==> config.mk <==
export PLATFORM = sky130hd
export DESIGN_NAME = cdec8_ctrl_fsm
export DESIGN_NICKNAME = d
export VERILOG_FILES = /design/src/rtl/cdec8_ctrl_fsm.sv
export SDC_FILE = /design/constraint.sdc
export NUM_CORES = 1
export LEC_CHECK = 0
export ABC_CLOCK_PERIOD_IN_PS = 2680
export CORE_ASPECT_RATIO = 1.2
export CORE_MARGIN = 3
export CORE_UTILIZATION = 46
export DETAILED_ROUTE_END_ITERATION = 16
export HOLD_SLACK_MARGIN = 0.1
export PLACE_DENSITY_LB_ADDON = 0.3
export SETUP_SLACK_MARGIN = 0.5
export SYNTH_ARGS = -nofsm -noshare
export SYNTH_HDL_FRONTEND = slang
export SYNTH_SLANG_ARGS = --single-unit
export TNS_END_PERCENT = 50
==> constraint.sdc <==
create_clock -name clock -period 2.68 [get_ports clock]
set_input_delay 0.536 -clock clock [delete_from_list [all_inputs] [get_ports clock]]
set_output_delay 0.536 -clock clock [all_outputs]
set_load 0.005 [all_outputs]
==> src/rtl/cdec8_ctrl_fsm.sv <==
// cdec8_ctrl_fsm: Moore-style microsequencer for the CDEC8 datapath.
// Steps through fetch / decode / operand fetch / execute for the 8-bit ISA
// and drives the 17-bit datapath control word.
//
// Ports:
//   clock    in   1   system clock, rising-edge active
//   reset_N  in   1   synchronous active-low reset
//   run      in   1   level; leaves IDLE when 1
//   I        in   8   instruction register from datapath
//   SZCy     in   3   flags {S,Z,Cy}
//   ctrl     out 17   {mmrw[1:0], fwr, rwr, xdst[3:0], aluop[4:0], xsrc[3:0]}
//   halted   out  1   1 in HALT or ILL
//   illegal  out  1   1 in ILL only
//   state    out  8   state code for the debug monitor
//
// All outputs decode directly from the registered state (and from I / SZCy
// in the execute states), so ctrl is valid for the whole cycle.
module cdec8_ctrl_fsm (
   input  logic        clock,
   input  logic        reset_N,
   input  logic        run,
   input  logic [7:0]  I,
   input  logic [2:0]  SZCy,
   output logic [16:0] ctrl,
   output logic        halted,
   output logic        illegal,
   output logic [7:0]  state
);

   localparam logic [4:0] ALU_ADD = 5'h01;
   localparam logic [4:0] ALU_SUB = 5'h02;
   localparam logic [4:0] ALU_AND = 5'h03;
   localparam logic [4:0] ALU_OR  = 5'h04;
   localparam logic [4:0] ALU_INC = 5'h08;

   // Transfer source / destination codes
   localparam logic [3:0] X_PC    = 4'h0;
   localparam logic [3:0] XS_R    = 4'h4;
   localparam logic [3:0] XD_MAR  = 4'h4;
   localparam logic [3:0] XS_RDR  = 4'h5;
   localparam logic [3:0] XD_WDR  = 4'h5;
   localparam logic [3:0] X_T     = 4'h6;
   localparam logic [3:0] XD_I    = 4'h7;
   localparam logic [3:0] XS_IPRT = 4'h8;
   localparam logic [3:0] XD_OPRT = 4'h8;
   localparam logic [3:0] X_IDLE  = 4'hF;

   localparam logic [1:0] MM_IDLE = 2'b00;
   localparam logic [1:0] MM_RD   = 2'b10;
   localparam logic [1:0] MM_WR   = 2'b01;

   typedef struct packed {
      logic [1:0] mmrw;
      logic       fwr;
      logic       rwr;
      logic [3:0] xdst;
      logic [4:0] aluop;
      logic [3:0] xsrc;
   } ctrl_t;

   localparam ctrl_t IDLE_WORD = '{mmrw: MM_IDLE, fwr: 1'b0, rwr: 1'b0,
                                   xdst: X_IDLE, aluop: 5'h00, xsrc: X_IDLE};

   typedef enum logic [3:0] {
      S_IDLE = 4'h0,
      S_F0   = 4'h1,
      S_F1   = 4'h2,
      S_F2   = 4'h3,
      S_F3   = 4'h4,
      S_DEC  = 4'h5,
      S_O0   = 4'h6,
      S_O1   = 4'h7,
      S_O2   = 4'h8,
      S_X0   = 4'h9,
      S_X1   = 4'hA,
      S_X2   = 4'hB,
      S_HALT = 4'hE,
      S_ILL  = 4'hF
   } state_t;

   state_t state_q;
   state_t state_d;
   ctrl_t  cw;

   // Instruction fields
   logic [3:0] cls;
   logic [3:0] reg_d;
   logic [3:0] reg_s;
   logic       d_ok;
   logic       s_ok;
   logic [4:0] alu_sel;
   logic       jmp_taken;

   assign cls   = I[7:4];
   assign reg_d = {2'b00, I[3:2]};
   assign reg_s = {2'b00, I[1:0]};
   assign d_ok  = (I[3:2] != 2'b00);
   assign s_ok  = (I[1:0] != 2'b00);

   // ALU opcode for classes 5..8
   always_comb begin
      alu_sel = 5'h00;
      case (cls)
         4'h5:    alu_sel = ALU_ADD;
         4'h6:    alu_sel = ALU_SUB;
         4'h7:    alu_sel = ALU_AND;
         4'h8:    alu_sel = ALU_OR;
         default: alu_sel = 5'h00;
      endcase
   end

   // Branch decision for JMP / JZ / JC / JS, using the live flags in X0
   always_comb begin
      jmp_taken = 1'b0;
      case (cls)
         4'h9:    jmp_taken = 1'b1;
         4'hA:    jmp_taken = SZCy[1];
         4'hB:    jmp_taken = SZCy[0];
         4'hC:    jmp_taken = SZCy[2];
         default: jmp_taken = 1'b0;
      endcase
   end

   // State register
   always_ff @(posedge clock) begin
      if (!reset_N) state_q <= S_IDLE;
      else          state_q <= state_d;
   end

   // Next state and control word
   always_comb begin
      state_d = state_q;
      cw      = IDLE_WORD;
      halted  = 1'b0;
      illegal = 1'b0;

      case (state_q)
         S_IDLE: begin
            if (run) state_d = S_F0;
         end

         // Fetch; the operand fetch O0/O1/O2 reuses F0/F1/F3
         S_F0, S_O0: begin
            cw.xsrc = X_PC;
            cw.xdst = XD_MAR;
            state_d = (state_q == S_F0) ? S_F1 : S_O1;
         end
         S_F1, S_O1: begin
            cw.mmrw  = MM_RD;
            cw.xsrc  = X_PC;
            cw.aluop = ALU_INC;
            cw.rwr   = 1'b1;
            state_d  = (state_q == S_F1) ? S_F2 : S_O2;
         end
         S_F2: begin
            cw.xsrc = XS_RDR;
            cw.xdst = XD_I;
            state_d = S_F3;
         end
         S_F3, S_O2: begin
            cw.xsrc = XS_R;
            cw.xdst = X_PC;
            state_d = (state_q == S_F3) ? S_DEC : S_X0;
         end

         S_DEC: begin
            case (cls)
               4'h0: begin
                  if (I == 8'h00)      state_d = S_F0;
                  else if (I == 8'h01) state_d = S_HALT;
                  else                 state_d = S_ILL;
               end
               4'h1, 4'h5, 4'h6, 4'h7, 4'h8:
                  state_d = (d_ok && s_ok) ? S_X0 : S_ILL;
               4'h2, 4'h3, 4'h4:
                  state_d = s_ok ? S_O0 : S_ILL;
               4'h9, 4'hA, 4'hB, 4'hC:
                  state_d = S_O0;
               4'hD, 4'hE:
                  state_d = s_ok ? S_X0 : S_ILL;
               default:
                  state_d = S_ILL;
            endcase
         end

         S_X0: begin
            state_d = S_F0;
            case (cls)
               4'h1: begin
                  cw.xsrc = reg_s;
                  cw.xdst = reg_d;
               end
               4'h2: begin
                  cw.xsrc = XS_RDR;
                  cw.xdst = reg_s;
               end
               4'h3, 4'h4: begin
                  cw.xsrc = XS_RDR;
                  cw.xdst = XD_MAR;
                  state_d = S_X1;
               end
               4'h5, 4'h6, 4'h7, 4'h8: begin
                  cw.xsrc = reg_s;
                  cw.xdst = X_T;
                  state_d = S_X1;
               end
               4'h9, 4'hA, 4'hB, 4'hC: begin
                  // Not taken leaves the idle word: PC already points past the operand
                  if (jmp_taken) begin
                     cw.xsrc = XS_RDR;
                     cw.xdst = X_PC;
                  end
               end
               4'hD: begin
                  cw.xsrc = reg_s;
                  cw.xdst = XD_OPRT;
               end
               4'hE: begin
                  cw.xsrc = XS_IPRT;
                  cw.xdst = reg_s;
               end
               default: ;
            endcase
         end

         S_X1: begin
            state_d = S_X2;
            case (cls)
               4'h3: cw.mmrw = MM_RD;
               4'h4: begin
                  cw.xsrc = reg_s;
                  cw.xdst = XD_WDR;
               end
               4'h5, 4'h6, 4'h7, 4'h8: begin
                  cw.xsrc  = reg_d;
                  cw.aluop = alu_sel;
                  cw.rwr   = 1'b1;
                  cw.fwr   = 1'b1;
               end
               default: state_d = S_F0;
            endcase
         end

         S_X2: begin
            state_d = S_F0;
            case (cls)
               4'h3: begin
                  cw.xsrc = XS_RDR;
                  cw.xdst = reg_s;
               end
               4'h4: cw.mmrw = MM_WR;
               4'h5, 4'h6, 4'h7, 4'h8: begin
                  cw.xsrc = XS_R;
                  cw.xdst = reg_d;
               end
               default: ;
            endcase
         end

         // Sticky until reset
         S_HALT: begin
            halted = 1'b1;
         end
         S_ILL: begin
            halted  = 1'b1;
            illegal = 1'b1;
         end

         default: state_d = S_IDLE;
      endcase
   end

   assign ctrl  = cw;
   assign state = {4'h0, state_q};

endmodule

* Word level (Yosys, flattened, before mapping)
Cells that the tools add are included.
Cells by class: add/subtract/negate cells 0, multipliers 0, divide/modulo/power cells 0, magnitude comparators 0, equal/unequal tests 29, shift operators 0, multiplexer cells 35, bitwise logic cells 1, reductions and logical operators 21
Operator list (count):
- 4-bit one-hot mux with 6 select lines | 3
- 4-bit equality test (second input constant) | 13
- 4-bit 2-to-1 mux | 10
- 4-bit one-hot mux with 10 select lines | 1
- 4-bit by 3-bit equality test with 1-bit output (second input constant) | 8
- 4-bit one-hot mux with 2 select lines | 3
- 4-bit one-hot mux with 5 select lines | 1
- 4-bit by 2-bit equality test with 1-bit output (second input constant) | 4
- 4-bit one-hot mux with 4 select lines | 1
- 2-bit OR reduction | 7
- 3-bit one-hot mux with 4 select lines | 1
- 4-bit OR reduction | 3
- 6-bit OR reduction | 2
- 5-bit one-hot mux with 2 select lines | 1
- 3-bit 2-to-1 mux | 3
- 4-bit by 1-bit equality test with 1-bit output (second input constant) | 2
- 8-bit by 1-bit equality test with 1-bit output (second input constant) | 1
- 4-bit zero test | 2
- 8-bit zero test | 1
- 2-bit one-hot mux with 3 select lines | 1
- 1-bit 2-to-1 mux | 5
- 5-bit 2-to-1 mux | 1
- 5-bit OR reduction | 1
- 2-bit 2-to-1 mux | 2
- other kinds (8) | 9
Word-level totals: flip-flop bits (word level) 4, bits in latches 0, RAM bits 0, ROM bits 0, bits of input ports 14, output and inout bits 27, logic and storage cells 87, memories 0

* Longest topological paths before layout
Gate-level depths: netlist of run 1.
depth in word-level cells 5, depth in mapped cells 7, depth with buffers taken out 5

* Worst setup path after synthesis of run 1
Ideal clock, no wire load.
kind input-to-output, start in I[4], end out ctrl[10], arrival 1.699 ns, data required time 2.144 ns, slack 0.445 ns, stages on the path 6, path buffers 2, cells stage by stage buf_6 > or4b_4 > buf_6 > a21boi_4 > o221ai_2 > nand4_1
On the way: word-level cells in the longest chain between the ends 5, elaborated cells on any way between the ends 24, classes of those cells eq/ne: 14; mux: 6; reduce/logical: 4
RTL lines:
- start, declared | RTL line 22 | input logic [7:0] I,
- 4-bit equality test | RTL line 115, 188
- 1-bit one-hot mux with 4 select lines | RTL line 115 | case (cls)
- 4-bit 2-to-1 mux | RTL line 209 | if (jmp_taken) begin
- 4-bit one-hot mux with 6 select lines | RTL line 188 | case (cls)
- 4-bit one-hot mux with 6 select lines * | RTL line 137 | case (state_q)
- end, declared | RTL line 24 | output logic [16:0] ctrl,
Every way passes the cells marked *; elsewhere a longest branch is shown, timed or not.

* Worst setup path after layout of run 1
start in I[5], end out ctrl[0]
On the way: word-level cells in the longest chain between the ends 4, elaborated cells on any way between the ends 22, classes of those cells eq/ne: 14; mux: 4; reduce/logical: 4
RTL lines (RTL line):
- 4-bit by 3-bit equality test with 1-bit output (tied with other cells) | 188, 228, 246
- 6-bit OR reduction (no source line) (tied with other cells)
- 4-bit one-hot mux with 4 select lines (tied with other cells) | 188
- 4-bit one-hot mux with 6 select lines * | 137
Marks and branches as above.

==> metrics.yaml, run 1 <==
status: "completed"
die_w_um: 52.8
portBuffers: 35
design_area_mm2: 0.00203
clkTransAtPathRegs_ns: 0.05
cts_max_path_buffers: 2
regMostFlops: "state_q"
synth-edff-count: 0
power.density_mw_per_mm2: 373
drt-initial-drc-count: 185
numCtsBuffers: 3
syn_area_mm2: 0.00121
clk_latency_ns: 0.26
arrival_ns: 1.89
grt_antenna_before_repair: 0
largestRegisters: "state_q x4"
drv_cap: 0
dr.pass1.iters: 6
synth_top_family_by_area: "compound AO/OA/AOI/OAI gates"
place_congestion: 0.932
final_nets: 282
die_area_mm2: 0.00328
hold_path.class: "reg2reg"
fin_total_pwr_uw: 758
finClkSkew_ns: 0.00992
cp-startpoint: "I[5]"
synthSimpleGateAreaFrac: 0.382
synth_cells: 195
grt_use_total: 0.320
fin_hold_ws_ns: 0.775
yosysWarnings: 0
route.detailed.drc: 0
start_kind: "input pin"
fill_cells: 152
rsz0062_at_grt: "true"
ir_drop_mv: 0.411
period_share: 0.905
asyncSetResetFlopFracSynth: 0
viasPerCell: 6.82
yosys.area_share.xor_xnor: 0.0145
overflow: 0
root_buffer: "clkbuf_4"
slew_viol_final: 0
critPathKind: "in2out"
syn_to_final_growth_pct: 68.2
ios: 41
worstPathRequired_ns: 2.14
crit_path_end_kind: "output pin"
ant_nets: 0
synth_mux_area_frac: 0.0176
path_cells: "buf_8, buf_6, or4b_4, a21boi_4, o211ai_2, nand4b_1, buf_2"
drive_gt1_frac: 0.376
synthAdderAreaFrac: 0
yosys_most_used_dff: "dfxtp_1"
start_util: 0.503
dpl-instance-area_mm2: 0.00181
fmax_mhz: 412
coreArea_mm2: 0.00240
synth-seq-cells: 4
diodes: 0
yosysSeqAreaShare: 0.0663
grt_max_degree: 24
grt_pass1_wl_um: 8310
yosysUniqueCellTypes: 56
post-dp-hpwl_um: 3750
period_needed_ns: 2.43
hold_buffers: 0
fin_ws_ns: 0.254
hold_viol_final: 0
grt_pass1_vias: 1719
reg2reg_from: "state_q[3]$_SDFFE_PN0P_"
cts_tree: "done"
min_from: "state_q[2]$_SDFFE_PN0P_"
num_vias: 2027
synth_compound_area_frac: 0.391
setup_viol: 0
cellLeakagePower_uw: 0.000896
cts_sinks: 4
largest_register_ffs: 4
cpMaxStageDelayCell: "or4b_4"
num_rows: 19
die_h_um: 62.1
dp_slack_ns: -0.542
crit_fanout: 6
wl_per_cell_um: 20.3
ctsHtreeMaxLevel: 1
crit_path_max_incr_delay_ns: 0.54
avgSynthCellArea_um2: 6.19
wirelength_um: 6030
## through the flow
| step | instances | utilization | setup TNS (ns) |
|---|---|---|---|
| 4_1_cts | 291 | 0.800 | 0 |
| 5_1_grt | 297 | 0.846 | 0 |
| 3_5_place_dp | 283 | 0.753 | -6.13 |
| 6_report | 297 | 0.846 | 0 |
| 2_1_floorplan | 199 | - | 0 |
| 3_3_place_gp | 283 | 0.753 | -5.84 |
## critical path: cells and delay by family
family,cells,cell delay [ns]
and+or+nand+nor,2,0.65
AOI/OAI and AO/OA,2,0.36
buffers and inverters,3,0.35
## worst paths after layout
path,end,slack [ns],cells after the start
setup reg to reg,state_q[2]$_SDFFE_PN0P_,1.12,8
hold reg to reg,state_q[1]$_SDFFE_PN0P_,0.77,3
hold / removal,state_q[1]$_SDFFE_PN0P_,0.77,3
setup / recovery,ctrl[0],0.25,7
## where the power goes
| part | total, uW | leakage (uW) | switching [uW] | internal [uW] |
|---|---|---|---|---|
| Clock | 88.9 | 0.0000138 | 37.9 | 51.0 |
| Combinational | 582 | 0.000849 | 298 | 283 |
| Sequential | 87.2 | 0.0000339 | 15.8 | 71.4 |
## what timing repair did
| action | CTS | global route |
|---|---|---|
| setup buffers | 5 | 4 |
| endpoints found under the setup margin | 17 | 18 |
| pin swaps | 13 | 4 |
| cloned | 0 | 2 |
| resized for setup | 103 | 12 |
## synth_stat cells (2+ instances only)
master | n | area share
o22ai_1 | 2 | 0.010
buf_4 | 5 | 0.031
o221ai_1 | 4 | 0.029
o21a_1 | 2 | 0.012
a21boi_0 | 3 | 0.019
a31oi_1 | 5 | 0.026
o21ai_0 | 16 | 0.066
xnor2_1 | 2 | 0.015
nand3_1 | 12 | 0.050
and3_1 | 2 | 0.010
dfxtp_1 | 4 | 0.066
nor2_1 | 24 | 0.075
clkbuf_1 | 4 | 0.012
nor3_1 | 7 | 0.029
buf_2 | 10 | 0.041
nor4_1 | 2 | 0.010
a21oi_1 | 12 | 0.050
nor2b_1 | 8 | 0.041
buf_6 | 2 | 0.019
o41ai_1 | 2 | 0.015
nand4_1 | 5 | 0.026
nand2_1 | 19 | 0.059
o211ai_1 | 2 | 0.012
nand2b_1 | 4 | 0.021
a22oi_1 | 2 | 0.012
inv_1 | 5 | 0.016
## cell type report
cell class,instances,area [um2],area share
Clock buffer,3,22.5,0.0111
Inverter,6,23.8,0.0117
Multi-Input combinational cell,167,1080,0.532
Sequential cell,4,83.8,0.0413
Tap cell,31,38.8,0.0191
Timing Repair Buffer,86,781,0.384
## metal layers
metal / GRT usage / part of all wire / vias to the layer above
li1: - / - / 858
met1: 0.400 / 0.34 / 916
met2: 0.545 / 0.48 / 204
met3: 0.0359 / 0.12 / 49
met4: 0.115 / 0.059 / 0
met5: 0 / 0 / -
## logic make-up after synthesis
| kind of cell | Yosys count |
|---|---|
| compound gates | 67 |
| buf+inv | 28 |
| mux | 2 |
| other cells | 1 |
| flops | 4 |
| xor+xnor | 2 |
| simple gates | 91 |
## placed cells by master, fill, tap and decap left out, types with 2 or more instances in the layout
cell type and instances:
buf_4 40, nor2_1 22, nand2_1 18, a21oi_1 11
clkdlybuf4s50_1 11, nand3_1 10, buf_2 10, o21ai_0 9
buf_6 8, nor3_1 7, dlygate4sd2_1 7, o21ai_1 5
inv_1 5, a31oi_1 5, nand4_1 5, conb_1 5
nand2b_1 4, o221ai_1 4, nor2b_1 3, nor2b_2 3
o21ai_2 3, clkbuf_4 3, dlymetal6s2s_1 3, dfxtp_2 3
nor2_2 2, o21a_1 2, o41ai_1 2, nor2b_4 2
nand3_2 2, o22ai_1 2, a21boi_0 2, and3_1 2
nor4_1 2, a22oi_1 2, o211ai_1 2, clkbuf_16 2
buf_8 2, buf_12 2
Power figures use the tool's default switching activity.
==> inputs of run 2 (changes only) <==
--- a/config.mk
+++ b/config.mk
@@ -7,9 +7,10 @@
 export LEC_CHECK = 0
 export ABC_CLOCK_PERIOD_IN_PS = 2680
 export CORE_ASPECT_RATIO = 1.2
-export CORE_MARGIN = 3
+export CORE_MARGIN = 4
 export CORE_UTILIZATION = 46
 export DETAILED_ROUTE_END_ITERATION = 16
+export GPL_TIMING_DRIVEN = 0
 export HOLD_SLACK_MARGIN = 0.1
 export PLACE_DENSITY_LB_ADDON = 0.3
 export SETUP_SLACK_MARGIN = 0.5
==> run 2 against run 1 <==
Total power increased by 1.2%. Die area increased by 7.1%. Hold slack lost 0.043 ns. Critical path depth down 1. Critical path type unchanged. Critical endpoint is now ctrl[13].
==> metrics.yaml, run 2 (synthesis gave the netlist of run 1 again) <==
status: "completed"
met3_length_um: 660
crit_path_end_kind: "output pin"
power.density_mw_per_mm2: 362
clk_latency_ns: 0.25
drv_cap: 0
syn_to_final_growth_pct: 75.2
cts_sinks: 4
place_congestion: 0.961
fmax_mhz: 403
clkPwrFrac: 0.103
ios: 41
fill_cells: 152
seqPwrFrac: 0.117
hold_buffers: 0
ff2ff_path_depth: 6
root_buffer: "clkbuf_4"
crit_fanout: 6
critPathCapture: "ctrl[13]"
p_switching_uw: 351
grt_pass1_vias: 1673
cts_tree: "done"
hold_viol_final: 0
overflow: 0
regMostFlops: "state_q"
ant_nets: 0
setup_viol: 0
hold_path.class: "reg2reg"
diodes: 0
grt_use_total: 0.288
period_share: 0.925
r2r_end: "state_q[0]$_SDFFE_PN0P_"
ff_latch_area_um2: 86.3
dr.pass1.iters: 6
drt-initial-drc-count: 205
ir_drop_mv: 0.491
die_area_mm2: 0.00351
largest_register_ffs: 4
grt_max_degree: 11
rsz0062_at_grt: "true"
fin_ws_ns: 0.201
drive_gt1_frac: 0.417
fin_util: 0.837
start_util: 0.478
dp_slack_ns: -0.707
post-dp-hpwl_um: 3060
cellLeakagePower_uw: 0.000879
wl_per_cell_um: 20.5
die_w_um: 54.8
slew_viol_final: 0
crit_path_max_incr_delay_ns: 0.52
route.detailed.drc: 0
layout_common_cells: "28 x buf_4, 21 x nor2_1, 18 x nand2_1"
p_comb_frac: 0.779
ctsHtreeMaxLevel: 1
start_kind: "input pin"
die_h_um: 64.1
portBuffers: 32
final_nets: 275
numCtsBuffers: 3
cts_max_path_buffers: 2
num_vias: 1955
p_int_uw: 415
num_rows: 20
grt_antenna_before_repair: 0
wl_met2_um: 2740
r2r_slack_ns: 1.22
arrival_ns: 1.94
layout.cells.most_common: "buf_4"
critPathKind: "in2out"
coreArea_mm2: 0.00253
cpMaxStageDelayCell: "or4b_4"
reg2reg_from: "state_q[2]$_SDFFE_PN0P_"
largestRegisters: "state_q x4"
wl_met1_um: 2200
p_sw_frac: 0.458
period_needed_ns: 2.48
grt_pass1_wl_um: 7750
clkTransAtPathRegs_ns: 0.04
finClkSkew_ns: 0.00976
cp-startpoint: "I[6]"
path_cells: "buf_12, or4b_4, buf_6, a21boi_4, o21ai_0, clkdlybuf4s15_2"
viasPerCell: 6.70
dr.max_layer_used: "met4"
worstPathRequired_ns: 2.14
wirelength_um: 5970
multi_input_area_mm2: 0.00120
==> run 2: worst min path at each step <==
| stage | start | endpoint | slack, ns | cells after the start |
|---|---|---|---|---|
| detailed placement | state_q[1]$_SDFFE_PN0P_ | state_q[0]$_SDFFE_PN0P_ | 0.74 | 3 |
| global route | state_q[1]$_SDFFE_PN0P_ | state_q[0]$_SDFFE_PN0P_ | 0.81 | 3 |
| CTS | state_q[1]$_SDFFE_PN0P_ | state_q[0]$_SDFFE_PN0P_ | 0.74 | 3 |
| finish | state_q[3]$_SDFFE_PN0P_ | state_q[1]$_SDFFE_PN0P_ | 0.73 | 3 |
| global placement | state_q[1]$_SDFFE_PN0P_ | state_q[0]$_SDFFE_PN0P_ | 0.75 | 3 |
| floorplan | state_q[3]$_SDFFE_PN0P_ | state_q[1]$_SDFFE_PN0P_ | 0.64 | 3 |
==> run 2: layer usage <==
| layer | GRT usage | vias to the layer above |
|---|---|---|
| met4 | 0.0903 | 0 |
| met1 | 0.383 | 867 |
| met3 | 0.0559 | 56 |
| met2 | 0.451 | 183 |
| met5 | 0 | - |
| li1 | - | 849 |
==> run 2: power groups by stage <==
| stage | Combinational, uW | Clock, uW | Sequential [uW] |
|---|---|---|---|
| 6_report | 598 | 79.1 | 90.0 |
| 5_1_grt | 634 | 84.8 | 91.6 |
| 4_1_cts | 466 | 76.3 | 84.3 |
| 3_5_place_dp | 458 | 0 | 80.5 |
| 3_3_place_gp | 458 | 0 | 80.8 |
| 2_1_floorplan | 257 | 0 | 79.6 |
==> run 2: cell type report <==
class / count / share of cell area
clock buffer: 3 / 0.0106
timing repair buffer: 57 / 0.250
inverter: 6 / 0.0112
sequential: 4 / 0.0408
tap: 33 / 0.0195
buffer: 22 / 0.0993
multi-input combinational: 167 / 0.569
==> run 2: repair_timing <==
action,in CTS,in global routing
pin swaps,16,11
setup endpoints to repair,18,18
cloned,0,2
buffers inserted,14,9
endpoints found under the hold margin,0,0
resized for setup,111,42
==> run 2: per-stage QoR <==
stage                     hold slack [ns]  instance area, um2  cells  setup TNS, ns  power, uW
after global placement              0.755                1590    264          -6.65        539
after floorplan                     0.643                1230    199              0        337
after detailed placement            0.743                1590    264          -6.77        539
final                               0.732                2120    292              0        767
after CTS                           0.737                1860    281              0        627
after global routing                0.810                2120    292              0        810
==> run 2: critical path, delay by kind of cell <==
family / cells / cell delay [ns]
buffers and inverters: 3 / 0.51
AO/OA/AOI/OAI: 2 / 0.37
AND/OR/NAND/NOR: 1 / 0.52
==> inputs of run 3 (changes only) <==
--- a/config.mk
+++ b/config.mk
@@ -5,10 +5,10 @@
 export SDC_FILE = /design/constraint.sdc
 export NUM_CORES = 1
 export LEC_CHECK = 0
-export ABC_CLOCK_PERIOD_IN_PS = 2680
+export ABC_CLOCK_PERIOD_IN_PS = 3200
 export CORE_ASPECT_RATIO = 1.2
 export CORE_MARGIN = 4
-export CORE_UTILIZATION = 46
+export CORE_UTILIZATION = 50
 export DETAILED_ROUTE_END_ITERATION = 16
 export GPL_TIMING_DRIVEN = 0
 export HOLD_SLACK_MARGIN = 0.1
==> constraint.sdc (replaced) <==
create_clock -name clock -period 3.2 [get_ports clock]
set_input_delay 0.64 -clock clock [delete_from_list [all_inputs] [get_ports clock]]
set_output_delay 0.64 -clock clock [all_outputs]
set_load 0.005 [all_outputs]
==> run 3 against run 2 <==
First-iteration DRC count decreased by 27%. Critical path depth increased by 5. Combinational power decreased by 31%. Non-clock buffer count decreased by 9. Largest cell class unchanged. Critical endpoint is now ctrl[1]. Worst setup slack improved by 0.23 ns. Sequential share of layout area increased by 0.33 points. Wire length decreased by 9.5%. Core utilization decreased by 2.4 points. Register-to-register slack improved by 0.41 ns. Total power decreased by 28%. Final area decreased by 11%.
==> metrics.yaml, run 3 (synthesis gave the netlist of run 1 again) <==
status: "completed"
critPathKind: "in2out"
viasPerCell: 6.75
slew_viol_final: 0
overflow: 0
die_h_um: 61.8
start_kind: "input pin"
hold_path.class: "reg2reg"
root_buffer: "clkbuf_4"
period_needed_ns: 2.77
grt_pass1_wl_um: 7690
num_rows: 19
finClkSkew_ns: 0.0166
cellLeakagePower_uw: 0.000760
grt_pass1_vias: 1666
power.density_mw_per_mm2: 296
cts_max_path_buffers: 2
layout_common_cells: "23 x nor2_1, 18 x nand2_1, 18 x buf_4"
num_vias: 1897
grt_use_total: 0.308
syn_to_final_growth_pct: 55.2
wirelength_um: 5410
layout.cells.most_common: "nor2_1"
ctsHtreeMaxLevel: 1
timing.setup.tns_ns: 0
ff_latch_area_um2: 82.6
grt_antenna_before_repair: 0
arrival_ns: 2.13
coreArea_mm2: 0.00231
place_congestion: 0.947
setup_viol: 0
fmax_mhz: 361
die_w_um: 52.9
cts_sinks: 4
crit_path_end_kind: "output pin"
drv_cap: 0
dr.pass1.iters: 6
route.detailed.drc: 0
post-place-cells: 262
period_share: 0.867
grt_max_degree: 11
crit_fanout: 6
hold_viol_final: 0
final_nets: 266
finalNonFillerCells: 281
dpl-instance-area_mm2: 0.00158
largest_register_ffs: 4
clkTransAtPathRegs_ns: 0.05
largestRegisters: "state_q x4"
wl_per_cell_um: 19.2
die_area_mm2: 0.00327
cts_tree: "done"
regMostFlops: "state_q"
drive_gt1_frac: 0.308
rsz0062_at_grt: "true"
drt-initial-drc-count: 150
fill_cells: 186
start_util: 0.524
numCtsBuffers: 3
ant_nets: 0
clk_latency_ns: 0.25
ir_drop_mv: 0.401
diodes: 0
design_area_mm2: 0.00187
worstPathRequired_ns: 2.56
post-dp-hpwl_um: 3180
portBuffers: 32
ios: 41
multi_input_area_mm2: 0.00113
## run 3: worst max-delay path: stages
cell and delay [ns]:
buf_6 0.12, buf_6 0.12, nor2b_4 0.12, a32oi_2 0.23, o22ai_2 0.15, a31oi_4 0.21
buf_6 0.13, buf_6 0.08, buf_6 0.08, o2111ai_2 0.10, buf_2 0.15
## run 3: per-stage QoR
| step | util | hold WS, ns | setup WS (ns) | total power [uW] |
|---|---|---|---|---|
| floorplan | - | 0.643 | 0.757 | 281 |
| global placement | 0.686 | 0.743 | -0.357 | 450 |
| detailed placement | 0.686 | 0.753 | -0.394 | 450 |
| CTS | 0.764 | 0.781 | 0.311 | 505 |
| global route | 0.813 | 0.783 | 0.330 | 596 |
| finish | 0.813 | 0.767 | 0.427 | 554 |
## run 3: layer usage
layer,global-route usage,routed length [um]
met4,0.153,322
met3,0.0453,579
met2,0.516,2560
met5,0,0
met1,0.384,1940
## run 3: layout make-up
class | count | share of cell area
multi-input cells | 167 | 0.601
repair buffers | 48 | 0.225
plain buffers | 22 | 0.0828
flip-flops and latches | 4 | 0.0441
well taps | 31 | 0.0207
inverters | 6 | 0.0140
clock buffers | 3 | 0.0120
## run 3: power breakdown
group          internal [uW]  switching [uW]
registers               58.9            13.8
logic                    191             222
clock network           42.3            26.1
total                    293             262
## run 3: path summary, 6_finish.rpt
| check | startpoint | cells after the start | end | slack (ns) |
|---|---|---|---|---|
| worst max-delay path | I[5] | 11 | ctrl[1] | 0.43 |
| worst min-delay path | state_q[3]$_SDFFE_PN0P_ | 3 | state_q[1]$_SDFFE_PN0P_ | 0.77 |
| worst max register to register | state_q[2]$_SDFFE_PN0P_ | 6 | state_q[0]$_SDFFE_PN0P_ | 1.63 |
| worst min register to register | state_q[3]$_SDFFE_PN0P_ | 3 | state_q[1]$_SDFFE_PN0P_ | 0.77 |
## run 3: repair_timing
action | in CTS | in global routing
pin swaps | 11 | 3
cloned | 2 | 0
endpoints found under the setup margin | 16 | 14
hold buffers | 0 | 0
buffers inserted | 9 | 5
gates resized for setup | 71 | 30
